===== src/rtl/trap_csr_ctrl.sv =====
// Machine-mode CSR file and trap/MRET sequencer with one-cycle flush and PC redirect.
// Optional feature macro: TRAP_MTIMER_EN adds a 64-bit mtime/mtimecmp timer driving MTIP.
module trap_csr_ctrl #(
  parameter logic [31:0] RESET_MTVEC = 32'h0000_0100,
  parameter int          XLEN        = 32
) (
  input  logic            clk,
  input  logic            rstn,
  input  logic            exc_valid,
  input  logic [3:0]      exc_cause,
  input  logic [XLEN-1:0] exc_pc,
  input  logic [XLEN-1:0] exc_tval,
  input  logic [XLEN-1:0] int_pc,
  input  logic            irq_meip,
  input  logic            irq_msip,
  input  logic            mret,
  input  logic [1:0]      csr_op,
  input  logic [11:0]     csr_addr,
  input  logic [XLEN-1:0] csr_wdata,
  output logic [XLEN-1:0] csr_rdata,
  output logic            csr_illegal,
  output logic            redirect,
  output logic [XLEN-1:0] redirect_pc,
  output logic            flush
);

  typedef enum logic [1:0] {IDLE, TRAP, RET} state_t;

  state_t      state_q, state_d;
  logic        mie_bit, mpie_bit;
  logic [31:0] mie_q, mtvec_q, mscratch_q, mepc_q, mcause_q, mtval_q;
  logic        meip_p1, msip_p1, mtip;
  logic [31:0] mip_val, trap_base, trap_target, redirect_pc_p1, csr_new;
  logic        int_pend, take_exc, take_int, take_ret, csr_we, csr_hit;
  logic [3:0]  int_code;
  logic        timer_hit;
  logic [31:0] timer_rdata;

  assign mip_val  = {20'b0, meip_p1, 3'b0, mtip, 3'b0, msip_p1, 3'b0};
  assign int_pend = mie_bit && ((mip_val & mie_q) != 32'b0);

  // Interrupt priority MEI > MSI > MTI
  always_comb begin
    if (meip_p1 && mie_q[11])     int_code = 4'd11;
    else if (msip_p1 && mie_q[3]) int_code = 4'd3;
    else                          int_code = 4'd7;
  end

  assign trap_base   = {mtvec_q[31:2], 2'b00};
  assign trap_target = (take_int && mtvec_q[1:0] == 2'b01) ?
                       trap_base + {26'b0, int_code, 2'b00} : trap_base;

  always_ff @(posedge clk or negedge rstn) begin
    if (!rstn) state_q <= IDLE;
    else       state_q <= state_d;
  end

  always_comb begin
    state_d  = IDLE;
    take_exc = 1'b0;
    take_int = 1'b0;
    take_ret = 1'b0;
    if (state_q == IDLE) begin
      if (exc_valid) begin
        take_exc = 1'b1;
        state_d  = TRAP;
      end else if (int_pend) begin
        take_int = 1'b1;
        state_d  = TRAP;
      end else if (mret) begin
        take_ret = 1'b1;
        state_d  = RET;
      end
    end
  end

  assign redirect    = (state_q != IDLE);
  assign flush       = redirect;
  assign redirect_pc = redirect_pc_p1;

  always_comb begin
    csr_hit   = 1'b1;
    csr_rdata = '0;
    case (csr_addr)
      12'h300: csr_rdata = {19'b0, 2'b11, 3'b0, mpie_bit, 3'b0, mie_bit, 3'b0};
      12'h304: csr_rdata = mie_q;
      12'h305: csr_rdata = mtvec_q;
      12'h340: csr_rdata = mscratch_q;
      12'h341: csr_rdata = mepc_q;
      12'h342: csr_rdata = mcause_q;
      12'h343: csr_rdata = mtval_q;
      12'h344: csr_rdata = mip_val;
      default: begin
        csr_hit   = timer_hit;
        csr_rdata = timer_rdata;
      end
    endcase
  end

  always_comb begin
    case (csr_op)
      2'b01:   csr_new = csr_wdata;
      2'b10:   csr_new = csr_rdata | csr_wdata;
      2'b11:   csr_new = csr_rdata & ~csr_wdata;
      default: csr_new = csr_rdata;
    endcase
  end

  assign csr_illegal = (csr_op != 2'b00) && !csr_hit;
  // A trap or MRET taken this cycle squashes the CSR instruction
  assign csr_we = (state_q == IDLE) && (csr_op != 2'b00) && csr_hit &&
                  !(take_exc || take_int || take_ret);

  always_ff @(posedge clk or negedge rstn) begin
    if (!rstn) begin
      mie_bit        <= 1'b0;
      mpie_bit       <= 1'b0;
      mie_q          <= '0;
      mtvec_q        <= RESET_MTVEC;
      mscratch_q     <= '0;
      mepc_q         <= '0;
      mcause_q       <= '0;
      mtval_q        <= '0;
      meip_p1        <= 1'b0;
      msip_p1        <= 1'b0;
      redirect_pc_p1 <= '0;
    end else begin
      meip_p1 <= irq_meip;
      msip_p1 <= irq_msip;
      if (take_exc || take_int) begin
        mepc_q         <= take_exc ? {exc_pc[31:2], 2'b00} : {int_pc[31:2], 2'b00};
        mcause_q       <= take_exc ? {28'b0, exc_cause} : {1'b1, 27'b0, int_code};
        mtval_q        <= take_exc ? exc_tval : '0;
        mpie_bit       <= mie_bit;
        mie_bit        <= 1'b0;
        redirect_pc_p1 <= trap_target;
      end else if (take_ret) begin
        mie_bit        <= mpie_bit;
        mpie_bit       <= 1'b1;
        redirect_pc_p1 <= mepc_q;
      end else if (csr_we) begin
        case (csr_addr)
          12'h300: begin
            mie_bit  <= csr_new[3];
            mpie_bit <= csr_new[7];
          end
          12'h304: mie_q      <= csr_new & 32'h0000_0888;
          12'h305: mtvec_q    <= csr_new;
          12'h340: mscratch_q <= csr_new;
          12'h341: mepc_q     <= {csr_new[31:2], 2'b00};
          12'h342: mcause_q   <= csr_new;
          12'h343: mtval_q    <= csr_new;
          default: ;
        endcase
      end
    end
  end

`ifdef TRAP_MTIMER_EN
  logic [63:0] mtime_q, mtimecmp_q;
  logic        mtip_p1;

  always_comb begin
    timer_hit   = 1'b1;
    timer_rdata = '0;
    case (csr_addr)
      12'h7C0: timer_rdata = mtime_q[31:0];
      12'h7C1: timer_rdata = mtime_q[63:32];
      12'h7C2: timer_rdata = mtimecmp_q[31:0];
      12'h7C3: timer_rdata = mtimecmp_q[63:32];
      default: timer_hit = 1'b0;
    endcase
  end

  // A software write to mtime replaces that cycle's increment
  always_ff @(posedge clk or negedge rstn) begin
    if (!rstn) begin
      mtime_q    <= '0;
      mtimecmp_q <= '1;
      mtip_p1    <= 1'b0;
    end else begin
      mtip_p1 <= (mtime_q >= mtimecmp_q);
      if (csr_we && csr_addr == 12'h7C0)      mtime_q <= {mtime_q[63:32], csr_new};
      else if (csr_we && csr_addr == 12'h7C1) mtime_q <= {csr_new, mtime_q[31:0]};
      else                                    mtime_q <= mtime_q + 64'd1;
      if (csr_we && csr_addr == 12'h7C2) mtimecmp_q[31:0]  <= csr_new;
      if (csr_we && csr_addr == 12'h7C3) mtimecmp_q[63:32] <= csr_new;
    end
  end

  assign mtip = mtip_p1;
`else
  assign timer_hit   = 1'b0;
  assign timer_rdata = '0;
  assign mtip        = 1'b0;
`endif

endmodule


===== config.mk =====
export PLATFORM = sky130hd
export DESIGN_NAME = trap_csr_ctrl
export DESIGN_NICKNAME = d
export VERILOG_FILES = /design/src/rtl/trap_csr_ctrl.sv
export SDC_FILE = /design/constraint.sdc
export NUM_CORES = 1
export LEC_CHECK = 0
export CORE_MARGIN = 4
export CORE_UTILIZATION = 45
export CTS_CLUSTER_SIZE = 14
export DETAILED_ROUTE_END_ITERATION = 7
export GPL_ROUTABILITY_DRIVEN = 0
export PLACE_DENSITY = 0.7
export SYNTH_ARGS = -nofsm -noshare
export SYNTH_HDL_FRONTEND = slang
export SYNTH_SLANG_ARGS = --single-unit
export TNS_END_PERCENT = 10

===== constraint.sdc =====
create_clock -name clk -period 4.76 [get_ports clk]
set_clock_uncertainty 0.15 [all_clocks]
set_input_delay 0.714 -clock clk [delete_from_list [all_inputs] [get_ports clk]]
set_output_delay 0.714 -clock clk [all_outputs]
set_load 0.02 [all_outputs]

==> impl_metrics.ini <==
[global_routing]
overflow = 0
grt_pass1_wl_um = 60100
grt_antenna_before_repair = 0
grt_pass1_vias = 10800
grt_max_degree = 103
grt_usage_pct = 26.8

[worst_setup_path]
crit_path_start_kind = input pin
slowest_stage = or4b_4
cp_common_cell = clkdlybuf4s50_1
crit_type = input pin to output port
worst-path-stages = 5
end_kind = output port
timing.rr.end = redirect_pc[31]
crit_chain = clkdlybuf4s50_1, or4b_4, o22a_1, a21oi_1, clkdlybuf4s50_1
r2r-start = mtvec_q[1]
critPathMaxFanout = 28
startpoint = csr_addr[3]
path_buf_inv = 2
cpPeakStageDelay_ns = 0.85
critPathRequiredTime_ns = 3.90
arrival_ns = 3.40
cp_top_family = buffers and inverters
worst_r2r_path_depth = 8
r2r_slack_ns = 1.62

[cells_and_area]
syn_to_final_growth_pct = 25.4
final_common_cell = nand2_1
final_cell_mix = 274 x nand2_1, 209 x clkdlybuf4s50_1, 196 x dfrtp_1
diodes = 0
layout.nets = 1701
drive_gt1_share_pct = 6.93

[synthesis]
netlist_instances = 1388
yosysSeqAreaShare_pct = 42.4
synthTopCellsByArea = dfrtp_1 42%, nand2_1 8.8%, mux2i_1 6.4%
synth_top_area_cell = dfrtp_1
async_flop_share_pct = 100
ys_ff_latch = 197
synth_flop_cell = dfrtp_1
yosysUniqueCellTypes = 74
synth_edf_count = 0
syn_area_mm2 = 0.0116
synth_top_area_share_pct = 42.2
ys_warn_count = 0
avgSynthCellArea_um2 = 8.38

[sta]
rsz0062_at_grt = false
fin_crit_sh_pct = 89.5
clock.fmax_mhz = 235
period_minus_slack_ns = 4.26
max_slew_margin_pct = 28.1
worst_slew_pin_slew_ns = 1.07
drv_slew = 0
finalHoldViolCount = 0
fin_tns_setup_ns = 0
setup_viol = 0

[power_and_ir_drop]
power_leakage_nw = 6.11
seq_power_share_pct = 42.2
p_comb_share_pct = 31.5
peakVddDrop_mv = 0.242
switching_share_pct = 36.3
power_mw = 5.69
clockPowerShare_pct = 26.3
power_switching_mw = 2.06
power_density_mw_per_mm2 = 390
p_int_mw = 3.62

[clocking]
clkTransAtPathRegs_ns = 0.07
htree_levels = 4
cts_buffers = 17
cts_resized = 0
clk_latency_ns = 0.45
cts_hold_buf = 0
cts_tree = built
cts_root_buf = clkbuf_16
clk_path_buf_depth = 2
clkSinkCount = 197
cts_setup_buffers = 0

[floorplan]
std_cell_rows = 58
die_y_um = 169
pin_count = 219
die_w_um = 169
core_area_mm2 = 0.0253
die_area_mm2 = 0.0285
initial_core_util_pct = 45.9

[detailed_routing]
drt-pass1-iter-count = 6
ant_nets = 0
routed_via_density = 5.83
drt-initial-drc-count = 1043
vias = 11000
drc = 0
drt-total-wl_um = 38900
wire_per_inst_um = 20.6

[worst_hold_path]
hp-class = input pin to async pin

[job]
drv_cap = 0

[place]
dp_hpwl_um = 26100
port_buffers = 212

[outcome]
outcome = complete, no violations
registers in the layout, summed over array words and instances, names as in the netlist:
name / flops
mpie_bit: 1
mtval_q: 32
mie_bit: 1
mie_q: 3
mcause_q: 32
mepc_q: 30
msip_p1: 1
meip_p1: 1
redirect_pc: 30
mtvec_q: 32
state_q: 2
mscratch_q: 32
power by group through the flow:
stage / Combinational (mW) / Sequential, mW / Clock [mW]
floorplan: 0.958 / 2.46 / 0
global placement: 1.75 / 2.41 / 0
detailed placement: 1.79 / 2.42 / 0
CTS: 1.79 / 2.39 / 1.50
global route: 1.96 / 2.45 / 1.57
finish: 1.79 / 2.40 / 1.49
final cells by class:
class	count	area, um2
fillers	2335	10700
multi-input cells	1044	6080
flip-flops and latches	197	4930
repair buffers	243	2390
clock buffers	17	425
well taps	330	413
clock inverters	15	179
inverters	43	161
how the worst max path moves through the flow:
stage                     to  slack (ns)
6_report       csr_rdata[22]        0.50
5_1_grt        csr_rdata[22]        0.40
4_1_cts        csr_rdata[22]        0.53
3_5_place_dp   csr_rdata[22]        0.55
3_3_place_gp   csr_rdata[17]        0.56
2_1_floorplan   csr_rdata[7]        1.68
metrics by stage:
step / hold WS (ns) / util, % / std cells / setup WS [ns] / area (um2)
6_report: 0.200 / 57.6 / 1889 / 0.499 / 14600
5_1_grt: 0.296 / 57.6 / 1889 / 0.397 / 14600
4_1_cts: 0.257 / 57.6 / 1889 / 0.531 / 14600
3_5_place_dp: 0.319 / 55.2 / 1857 / 0.546 / 14000
3_3_place_gp: 0.311 / 55.2 / 1857 / 0.563 / 14000
2_1_floorplan: 0.268 / - / 1389 / 1.68 / 11600
cell usage after synthesis (17+ instances only):
cell type,instances
and3_1,32
buf_2,26
mux2i_1,74
nor2_1,73
nand2_1,274
clkbuf_1,57
o21ai_1,36
inv_1,41
dfrtp_1,196
xnor2_1,50
o21a_1,17
o21ai_0,137
a21oi_1,112
nand3_1,26
per-layer routing:
metal	up-vias	GRT usage, %	wire length (um)
met5	-	0	0
met2	488	42.1	17600
met1	5289	36.8	16800
li1	5145	-	-
met4	0	10.6	1330
met3	92	5.23	3070
cell families (layout without fill, tap and decap cells):
| kind of cell | after synthesis | after routing | share of synthesized area, % |
|---|---|---|---|
| compound gates | 417 | 417 | 21.5 |
| xor+xnor | 55 | 55 | 4.14 |
| fa+ha+maj | 3 | 3 | 0.323 |
| buf+inv | 148 | 318 | 5.59 |
| flops | 197 | 197 | 42.4 |
| mux | 82 | 82 | 7.24 |
| other cells | 1 | 2 | 0.0323 |
| simple gates | 485 | 485 | 18.7 |
No activity file was read; power rests on OpenSTA's default activity.
